`src/rtl/kbd_mmio.sv`:
```
// PS/2 keyboard receiver feeding a scan-code FIFO, exposed to the CPU as two MMIO words.
// DATA (offset 0) pops on an effective read; STATUS (offset 1) holds count plus sticky err/ovf.
module kbd_mmio #(
    parameter int FIFO_DEPTH     = 8,
    parameter int TIMEOUT_CYCLES = 200000
) (
    input  logic        clk,
    input  logic        rst,
    input  logic        ps2_clk,
    input  logic        ps2_data,
    input  logic        sel,
    input  logic        rd,
    input  logic        wr,
    input  logic        hold,
    input  logic        addr,
    input  logic [31:0] wdata,
    output logic [31:0] rdata,
    output logic        irq
);
    localparam int AW = $clog2(FIFO_DEPTH);
    localparam int CW = AW + 1;
    localparam int TW = $clog2(TIMEOUT_CYCLES + 1);

    typedef enum logic [1:0] {IDLE, SHIFT, CHECK} rxState_t;

    logic [1:0]    clkSync_q;
    logic [1:0]    dataSync_q;
    logic          clkPrev_q;
    logic          fallEdge;
    logic          rxBit;

    rxState_t      state_q;
    logic [3:0]    bitCnt_q;
    logic [9:0]    shift_q;
    logic [TW-1:0] tmo_q;

    logic [7:0]    mem_q [FIFO_DEPTH];
    logic [AW-1:0] wrPtr_q;
    logic [AW-1:0] rdPtr_q;
    logic [CW-1:0] count_q;
    logic [CW-1:0] count_d;
    logic          ovf_q;
    logic          ovf_d;
    logic          err_q;
    logic          err_d;
    logic          irq_q;

    logic          frameOk;
    logic          push;
    logic          pop;
    logic          accepted;
    logic          full;
    logic          nonEmpty;
    logic          timeout;
    logic          access;
    logic [3:0]    countNib;
    logic          unusedWdata;

    assign unusedWdata = ^{wdata[31:3], wdata[0]};

    always_ff @(posedge clk) begin
        if (rst) begin
            clkSync_q  <= 2'b11;
            dataSync_q <= 2'b11;
            clkPrev_q  <= 1'b1;
        end else begin
            clkSync_q  <= {clkSync_q[0], ps2_clk};
            dataSync_q <= {dataSync_q[0], ps2_data};
            clkPrev_q  <= clkSync_q[1];
        end
    end

    assign fallEdge = clkPrev_q & ~clkSync_q[1];
    assign rxBit    = dataSync_q[1];

    assign timeout = (state_q == SHIFT) && !fallEdge && (tmo_q == TW'(TIMEOUT_CYCLES - 1));

    // Bits arrive LSB first and shift in from the top, so after ten samples
    // shift_q holds {stop, parity, data[7:0]}.
    always_ff @(posedge clk) begin
        if (rst) begin
            state_q  <= IDLE;
            bitCnt_q <= 4'd0;
            shift_q  <= 10'd0;
            tmo_q    <= '0;
        end else begin
            case (state_q)
                IDLE: begin
                    tmo_q <= '0;
                    if (fallEdge && !rxBit) begin
                        state_q  <= SHIFT;
                        bitCnt_q <= 4'd0;
                    end
                end
                SHIFT: begin
                    if (fallEdge) begin
                        shift_q  <= {rxBit, shift_q[9:1]};
                        bitCnt_q <= bitCnt_q + 4'd1;
                        tmo_q    <= '0;
                        if (bitCnt_q == 4'd9) begin
                            state_q <= CHECK;
                        end
                    end else if (timeout) begin
                        state_q <= IDLE;
                        tmo_q   <= '0;
                    end else begin
                        tmo_q <= tmo_q + TW'(1);
                    end
                end
                CHECK: begin
                    state_q  <= IDLE;
                    bitCnt_q <= 4'd0;
                end
                default: state_q <= IDLE;
            endcase
        end
    end

    assign frameOk  = shift_q[9] & (^shift_q[8:0]);
    assign push     = (state_q == CHECK) && frameOk;
    assign access   = sel & ~hold;
    assign nonEmpty = (count_q != '0);
    assign full     = (count_q == CW'(FIFO_DEPTH));
    assign pop      = access & rd & ~addr & nonEmpty;
    assign accepted = push & (~full | pop);

    // A simultaneous push and pop on a full FIFO writes the slot being vacated.
    always_comb begin
        count_d = count_q;
        if (accepted && !pop) begin
            count_d = count_q + CW'(1);
        end else if (!accepted && pop) begin
            count_d = count_q - CW'(1);
        end

        ovf_d = ovf_q;
        if (push && full && !pop) begin
            ovf_d = 1'b1;
        end else if (access && wr && addr && wdata[1]) begin
            ovf_d = 1'b0;
        end

        err_d = err_q;
        if (((state_q == CHECK) && !frameOk) || timeout) begin
            err_d = 1'b1;
        end else if (access && wr && addr && wdata[2]) begin
            err_d = 1'b0;
        end
    end

    always_ff @(posedge clk) begin
        if (rst) begin
            wrPtr_q <= '0;
            rdPtr_q <= '0;
            count_q <= '0;
            ovf_q   <= 1'b0;
            err_q   <= 1'b0;
            irq_q   <= 1'b0;
        end else begin
            if (accepted) begin
                wrPtr_q <= wrPtr_q + AW'(1);
            end
            if (pop) begin
                rdPtr_q <= rdPtr_q + AW'(1);
            end
            count_q <= count_d;
            ovf_q   <= ovf_d;
            err_q   <= err_d;
            irq_q   <= nonEmpty;
        end
    end

    always_ff @(posedge clk) begin
        if (!rst && accepted) begin
            mem_q[wrPtr_q] <= shift_q[7:0];
        end
    end

    assign countNib = 4'(count_q);

    always_comb begin
        rdata = 32'd0;
        if (sel) begin
            if (!addr) begin
                if (nonEmpty) begin
                    rdata = {24'd0, mem_q[rdPtr_q]};
                end
            end else begin
                rdata = {24'd0, countNib, 1'b0, err_q, ovf_q, nonEmpty};
            end
        end
    end

    assign irq = irq_q;

endmodule

```
`config.mk`:
```
export PLATFORM = sky130hd
export DESIGN_NAME = kbd_mmio
export DESIGN_NICKNAME = d
export VERILOG_FILES = /design/src/rtl/kbd_mmio.sv
export SDC_FILE = /design/constraint.sdc
export NUM_CORES = 1
export LEC_CHECK = 0
export BUFFER_PORTS_ARGS = -buffer_cell sky130_fd_sc_hd__buf_2
export CAP_MARGIN = 30
export CORE_ASPECT_RATIO = 1.4
export CORE_MARGIN = 1.5
export CORE_UTILIZATION = 60
export CTS_CLUSTER_SIZE = 40
export DETAILED_ROUTE_END_ITERATION = 10
export PLACE_DENSITY = 0.83
export RECOVER_POWER = 50
export SLEW_MARGIN = 20
export SYNTH_ARGS = -nofsm -noshare
export SYNTH_HDL_FRONTEND = slang
export SYNTH_SLANG_ARGS = --single-unit
```
`constraint.sdc`:
```
create_clock -name clk -period 8.5 [get_ports clk]
set_input_delay 1.275 -clock clk [delete_from_list [all_inputs] [get_ports clk]]
set_output_delay 1.275 -clock clk [all_outputs]
set_load 0.05 [all_outputs]
```
==> impl_metrics.toml, run 1 <==
[setup_path]
reg2reg_from = "shift_q[0]"
slowest_stage = "dfxtp_1"
worst_ep_required_time_ps = 7220
crit_chain = "buf_8 -> mux4_2 -> nor2b_1 -> a211oi_1 -> nor3b_1 -> buf_2"
r2r-end = "countNib[3]"
endpoint_kind = "primary output"
critPathLaunchType = "flip-flop"
reg2reg_slack_ps = 5080
cp.arrival_ps = 2530
crit_fanout = 9
reg2reg_depth = 11
critical_path_class = "reg -> out"
cpPeakStageDelay_ps = 660
crit_end = "rdata[0]"

[sta]
hold_violations = 0
setup_viol_count_final = 0
relSlewSlack_pct = -16.8
fin_skew_ps = 5.77
worst_slack_ps = 4700
tns_ps = 0
period_minus_slack_ps = 3800
whs_ps = 416
fmax_mhz = 263
drv_slew = 43
rsz0062_at_grt = "no"
worst_slew_pin_slew_ps = 1750
timing.final.crit_share_pct = 44.7

[floorplanning]
coreArea_mm2 = 0.00851
initial_core_util_pct = 61.1
std_cell_rows = 40
die_w_um = 81.6
die-area_mm2 = 0.00923
die_h_um = 113
boundaryPins = 74

[drt]
wl_per_cell_um = 16.6
vias_per_cell = 5.61
vias = 3212
drtAntennaViolNets = 0
first_iter_violations = 212
routed_wl_mm = 9.54
drc = 0
first_pass_iters = 5

[clock_tree]
clk_pin_slew_ps = 50
clock_path_buffers = 2
cts_tree = "done"
clk-insertion-delay-late_ps = 410
cts_root_buffer = "clkbuf_16"
cts-resized-gates = 0
cts-hold-fix-buffers = 0
numCtsBuffers = 17
htree_levels = 4
clock_sinks = 119
postCtsSetupBuffers = 0

[grt]
grt_pass1_vias = 3257
grt.total_usage_pct = 23.4
antenna_found_initial = 0
overflow = 0
grt_max_degree = 43
grt_pass1_wl_mm = 15.6

[worst_hold_path]
hold_class = "reg -> reg"

[synthesis]
yosysUniqueCellTypes = 48
avgSynthCellArea_um2 = 12.2
netlist_instances = 427
syn_area_mm2 = 0.00519
yosys_warnings = 0
synth_top_area_share_pct = 37.0
ys_top_cells_by_area = "edfxtp_1 37%, dfxtp_1 21%, mux4_2 6.9%"
synth_seq_cells = 119
synth_area_leader_cell = "edfxtp_1"
ys.flop_type = "edfxtp_1"
synth_edf_count = 64
synth_seq_area_share_pct = 58.2
synthArstFlopShare_pct = 0

[power]
power_density_mw_per_mm2 = 217
power.leakage_nw = 2.03
vdd_drop_max_mv = 0.205
fin_total_pwr_mw = 1.26

[final_layout]
regArea_mm2 = 0.00302
layout-drive-gt1-share_pct = 16.2
multiInputGateArea_mm2 = 0.00199
fin_nets = 505
syn2layout_area_growth_pct = 12.3
nFillCells = 595
diodes = 0

[place]
place_hpwl_mm = 6.48
portBuffers = 19
place_ws_ps = 4500
place_congestion = 0.797

[run]
cap_violations = 1

[outcome]
violations = "max-capacitance violations, max-slew violations"
status = "finished, violations left"
[sequential cells by signal, indices dropped and copies added (netlist names), named ones only]
register and cells:
dataSync_q 2, ovf_q 1, rdPtr_q 3, clkSync_q 2
shift_q 10, countNib 4, bitCnt_q 4, wrPtr_q 3
tmo_q 18, clkPrev_q 1, mem_q 64, err_q 1
irq 1, state_q 2
[where the power goes]
group / internal, mW / switching (mW)
sequential: 0.602 / 0.000575
combinational: 0.00402 / 0.0299
clock: 0.400 / 0.228
[metal layers]
layer  part of all wire (%)  track usage [%]  wire, µm
met5                      0                0         0
met3                    4.6             8.06       436
met4                    1.3             8.36       121
met2                     56             41.7      5330
met1                     38             25.2      3650
[worst min path at each step]
| stage | cells after the start | from | to | slack (ps) |
|---|---|---|---|---|
| 6_report | 1 | clkSync_q[0] | clkSync_q[1] | 420 |
| 3_5_place_dp | 1 | dataSync_q[0] | dataSync_q[1] | 400 |
| 4_1_cts | 1 | clkSync_q[0] | clkSync_q[1] | 420 |
| 2_1_floorplan | 1 | clkSync_q[0] | clkSync_q[1] | 390 |
| 5_1_grt | 1 | dataSync_q[0] | dataSync_q[1] | 430 |
| 3_3_place_gp | 1 | dataSync_q[0] | dataSync_q[1] | 390 |
[per-stage QoR]
stage | util [%] | area [µm²] | cells
4_1_cts | 68.5 | 5830 | 572
2_1_floorplan | - | 5280 | 450
3_5_place_dp | 62.4 | 5310 | 540
3_3_place_gp | 62.1 | 5280 | 537
5_1_grt | 68.6 | 5830 | 573
6_report | 68.6 | 5830 | 573
[Yosys cell counts (all sizes together) (8+ instances only)]
cell type,count
xnor2,8
nor3,9
nand2b,8
buf,28
mux2i,11
o21ai,9
xor2,17
dfxtp,55
nor2,48
nand2,41
ha,8
a21oi,20
clkbuf,11
mux4,16
edfxtp,64
[critical path, delay by kind of cell (launching register included)]
kind                   cells  cell delay, ps
DFF                        1             660
buffers and inverters      2             470
muxes                      1             500
and+or+nand+nor            2             220
AOI/OAI and AO/OA          1             260
[final cells by class]
cell class / instances / area share, %
clock buffer: 28 / 8.69
clock inverter: 4 / 0.343
inverter: 7 / 0.450
multi-input combinational: 285 / 34.1
sequential: 119 / 51.8
tap: 105 / 2.25
timing repair buffer: 25 / 2.36
[cell usage in the layout, fill, tap and decap left out, types with 4 or more instances in the layout]
cell	count
o21ai_0	9
clkbuf_1	9
clkbuf_16	17
edfxtp_1	64
conb_1	24
nand3b_1	4
or2_2	6
nand4_1	7
clkbuf_8	4
nor3_1	9
inv_1	7
nor2b_1	4
dfxtp_1	55
buf_2	20
nand2b_1	8
nor2_1	48
a21oi_1	20
nand3_1	7
mux2i_1	11
ha_1	8
mux4_2	16
clkinv_2	4
xor2_1	17
nand2_1	41
xnor2_1	8
[cell families (layout without fill, tap and decap cells)]
| kind of cell | after synthesis | count (layout) | synth area share, % |
|---|---|---|---|
| fa+ha+maj | 9 | 9 | 2.31 |
| flops | 119 | 119 | 58.2 |
| compound gates | 43 | 43 | 4.94 |
| other cells | 1 | 24 | 0.0722 |
| mux | 28 | 28 | 9.27 |
| buf+inv | 46 | 64 | 5.18 |
| simple gates | 153 | 153 | 14.5 |
| xor+xnor | 28 | 28 | 5.54 |
Power figures use the tool's default switching activity.
==> run 2, diff against run 1 <==
Settings changed: CORE_UTILIZATION 60 to 51, PLACE_DENSITY 0.83 to 0.75.
Clock period 8.5 ns to 3.1 ns, I/O delays scaled along.
==> impl_metrics.toml, run 2 (synthesis results as in run 1) <==
[outcome]
status = "completed"

[grt]
antenna_found_initial = 0
grt_pass1_vias = 3273
grt_pass1_wl_mm = 15.3
overflow = 0
grt_max_degree = 43
grt.total_usage_pct = 19.3

[power]
power.combinational.fraction_pct = 2.4
p_seq_share_pct = 43.7
p_int_mw = 3.06
power_density_mw_per_mm2 = 620
pwr-share-clk_pct = 53.9
switching_share_pct = 19.1
power.leakage_nw = 2.14
switching_power_mw = 0.723
vdd_drop_max_mv = 0.463

[final_layout]
fin_nets = 526
diodes = 0
final_common_cell = "edfxtp_1"
regArea_mm2 = 0.00302
largest-register = "mem_q"
final_cell_mix = "64 x edfxtp_1, 55 x dfxtp_1, 48 x nor2_1"
postLayoutCoreUtil_pct = 61.6
stdcell_count = 624
reg_top3 = "mem_q: 64 flops, tmo_q: 18 flops, shift_q: 10 flops"
multiInputGateArea_mm2 = 0.00200
largest_reg_flops = 64
nFillCells = 763
syn2layout_area_growth_pct = 17.4
layout-drive-gt1-share_pct = 18.6
design_area_mm2 = 0.00610

[worst_hold_path]
min_from = "ps2_data"
hold_path_depth = 2
holdPathEnd = "dataSync_q[0]"
hold_class = "in -> reg"

[setup_path]
reg2reg_depth = 11
crit_fanout = 5
cp.arrival_ps = 3240
crit_chain = "xnor3_1 -> a2111oi_0 -> mux2_2 -> ha_1 -> inv_1 -> ha_1 -> a21o_1 -> a21oi_1 -> xnor2_1 -> or3_1 -> a21oi_1"
critPathBufInv = 1
slowest_stage = "dfxtp_1"
critical_path_class = "reg -> reg"
worst_ep_required_time_ps = 3430
r2r-end = "countNib[3]"
critPathLaunchType = "flip-flop"
cpPeakStageDelay_ps = 430
cp_top_family = "compound AO/OA/AOI/OAI gates"
reg2reg_slack_ps = 180
reg2reg_from = "shift_q[1]"
endpoint_kind = "flip-flop"

[drt]
vias = 3289
vias_per_cell = 5.27
first_iter_violations = 192
drc = 0
wl_per_cell_um = 15.3
drtAntennaViolNets = 0
routed_wl_mm = 9.53
first_pass_iters = 4

[floorplanning]
die_w_um = 88.3
boundaryPins = 74
std_cell_rows = 43
coreArea_mm2 = 0.00990
die_h_um = 122
initial_core_util_pct = 52.5
die-area_mm2 = 0.0108

[sta]
timing.final.crit_share_pct = 94.0
period_minus_slack_ps = 2920
rsz0062_at_grt = "no"
drv_slew = 0
setup_viol_count_final = 0
fin_skew_ps = 7.08
worst_slack_ps = 185
fmax_mhz = 343
hold_violations = 0
relSlewSlack_pct = 43.2
tns_ps = 0
worst_slew_pin_slew_ps = 849

[clock_tree]
htree_levels = 4
cts_tree = "done"
cts-hold-fix-buffers = 0
numCtsBuffers = 17
postCtsSetupBuffers = 0
cts_root_buffer = "clkbuf_16"
clk_pin_slew_ps = 50
clk-insertion-delay-late_ps = 410
clock_sinks = 119
clock_path_buffers = 2

[place]
place_congestion = 0.737
place_ws_ps = -7.60
placed_cells_incl_taps = 592
place_hpwl_mm = 6.58
placed_cell_area_mm2 = 0.00551
portBuffers = 19

[run]
cap_violations = 0
-- run 2: layout make-up --
type	count	share of cell area, %
tap	135	2.77
clock inverter	7	1.85
inverter	7	0.431
timing repair buffer	46	4.18
multi-input combinational	285	32.7
clock buffer	25	8.49
sequential	119	49.6
-- run 2: through the flow --
stage | hold WS (ps) | total power [mW]
2_1_floorplan | 389 | 1.79
3_3_place_gp | 392 | 1.77
3_5_place_dp | 392 | 1.77
4_1_cts | 228 | 3.81
5_1_grt | 234 | 3.89
6_report | 239 | 3.78
-- run 2: routing by layer --
layer	vias up	track usage, %	share of wire, %
met1	1592	19.9	38
met3	20	4.64	3.8
met5	-	0	0
li1	1591	-	-
met2	86	35.5	55
met4	0	9.47	2.3
-- run 2: what timing repair did --
action                                 4_1_cts  5_1_grt
resized for setup                            0        2
endpoints found under the hold margin        0        0
setup endpoints to repair                    0        1
-- run 2: worst register-to-register path: cells and delay by family (launching register included) --
family | cells | cell delay, ps
adders and majority gates | 2 | 440
muxes | 1 | 260
and+or+nand+nor | 1 | 310
DFF | 1 | 430
AOI/OAI and AO/OA | 4 | 840
buffers and inverters | 1 | 60
xor gates and xnor gates | 2 | 490
-- run 2: worst max path at each step --
stage                    start     endpoint  slack [ps]  cells past startpoint
CTS                 shift_q[1]  countNib[3]         110                     11
detailed placement        addr  countNib[3]          -8                     12
global placement          addr  countNib[3]         140                     12
global route        shift_q[1]  countNib[3]          20                     11
floorplan           shift_q[0]  countNib[3]         260                     11
finish              shift_q[1]  countNib[3]         180                     11
-- run 2: power by group through the flow --
stage	combinational, mW	sequential [mW]	clock [mW]
floorplan	0.104	1.68	0
global placement	0.0904	1.68	0
detailed placement	0.0911	1.68	0
CTS	0.0912	1.65	2.07
global route	0.0980	1.65	2.14
finish	0.0916	1.65	2.04
==> run 3, diff against run 2 <==
Settings changed: CORE_ASPECT_RATIO 1.4 to 0.9, SKIP_CTS_REPAIR_TIMING set to 1, SKIP_LAST_GASP set to 1.
==> impl_metrics.toml, run 3 (synthesis results as in run 1) <==
[outcome]
status = "completed"

[setup_path]
crit_start = "shift_q[0]"
cp.arrival_ps = 3300
worst_ep_required_time_ps = 3430
reg2reg_depth = 11
endpoint_kind = "flip-flop"
crit_fanout = 4
critical_path_class = "reg -> reg"
reg2reg_from = "shift_q[0]"
critPathLaunchType = "flip-flop"

[power]
power_density_mw_per_mm2 = 639
vdd_drop_max_mv = 0.491
fin_total_pwr_mw = 3.92
power.leakage_nw = 2.17

[floorplanning]
initial_core_util_pct = 53.1
std_cell_rows = 34
die_w_um = 109
boundaryPins = 74
die-area_mm2 = 0.0108
die_h_um = 98.7
coreArea_mm2 = 0.00978

[clock_tree]
clock_sinks = 119
cts_tree = "done"
htree_levels = 4
clk_pin_slew_ps = 50
cts_root_buffer = "clkbuf_16"
numCtsBuffers = 17
clock_path_buffers = 2
clk-insertion-delay-late_ps = 410

[sta]
setup_viol_count_final = 0
tns_ps = 0
drv_slew = 0
fin_skew_ps = 6.52
rsz0062_at_grt = "no"
timing.final.crit_share_pct = 95.8
worst_slew_pin_slew_ps = 743
relSlewSlack_pct = 50.3
fmax_mhz = 337
hold_violations = 0
period_minus_slack_ps = 2970

[worst_hold_path]
hold_class = "in -> reg"
min_from = "ps2_data"
hold_path_depth = 2

[final_layout]
postLayoutCoreUtil_pct = 62.7
nFillCells = 717
final_cell_mix = "64 x edfxtp_1, 55 x dfxtp_1, 48 x nor2_1"
syn2layout_area_growth_pct = 18.2
largest-register = "mem_q"
multiInputGateArea_mm2 = 0.00200
largest_reg_flops = 64
fin_nets = 526
reg_top3 = "mem_q: 64 flops, tmo_q: 18 flops, shift_q: 10 flops"
layout-drive-gt1-share_pct = 19.4
regArea_mm2 = 0.00302
diodes = 0
design_area_mm2 = 0.00614
stdcell_count = 615
final_common_cell = "edfxtp_1"

[drt]
first_pass_iters = 5
drc = 0
dr_wl_met3_um = 543
first_iter_violations = 216
vias = 3297
wl_met2_mm = 4.90
wl_per_cell_um = 16.3
wl_met1_mm = 4.47
routed_wl_mm = 10.0
drtAntennaViolNets = 0
vias_per_cell = 5.36
top_layer_used = "met4"

[place]
placed_cells_incl_taps = 583
portBuffers = 19
place_hpwl_mm = 6.59
place_congestion = 0.765
placed_cell_area_mm2 = 0.00551

[grt]
grt_max_degree = 43
grt_pass1_vias = 3245
grt_pass1_wl_mm = 16.3
grt.total_usage_pct = 20.7
overflow = 0
antenna_found_initial = 0

[run]
cap_violations = 0
==> run 3: cell types whose count changed in the layout (fill, tap and decap cells not counted), sizes merged <==
cell / delta
clkbuf: -8
bufinv: +3
clkinv: +4
buf: +1
==> run 3: layout make-up <==
type                    instances  area share [%]
flip-flops and latches        119            49.2
multi-input cells             285            32.6
clock buffers                  18            6.99
repair buffers                 46            4.42
clock inverters                14            3.75
well taps                     126            2.57
inverters                       7           0.428
==> run 3: through the flow <==
stage	hold WS [ps]	worst slack, ps
final	234	132
after global placement	400	94.3
after floorplan	389	256
after detailed placement	394	-28.5
after CTS	230	52.8
after global routing	225	14.3
==> run 3: worst paths after layout <==
path	slack, ps	endpoint
min	230	dataSync_q[0]
min reg2reg	410	dataSync_q[1]
max reg2reg	130	countNib[3]
max	130	countNib[3]
==> run 3: layer usage <==
metal  GRT usage (%)  up-vias
li1                -     1590
met1            26.7     1605
met2            33.2       91
met3            6.28       11
met4            7.49        0
met5               0        -
==> run 3: worst max-delay path, cell delays in order (launching register included) <==
cell and delay (ps):
dfxtp_1 390, xor3_1 460, a2111oi_1 370, mux2_4 240, ha_1 180, inv_1 80
ha_1 280, a21o_1 180, a21oi_1 170, xnor2_1 90, or3_1 300, a21oi_1 140
==> run 3: power by group <==
group / internal [mW] / total [mW] / switching, mW
logic: 0.0120 / 0.0935 / 0.0814
clock network: 1.50 / 2.18 / 0.678
registers: 1.65 / 1.65 / 0.00153
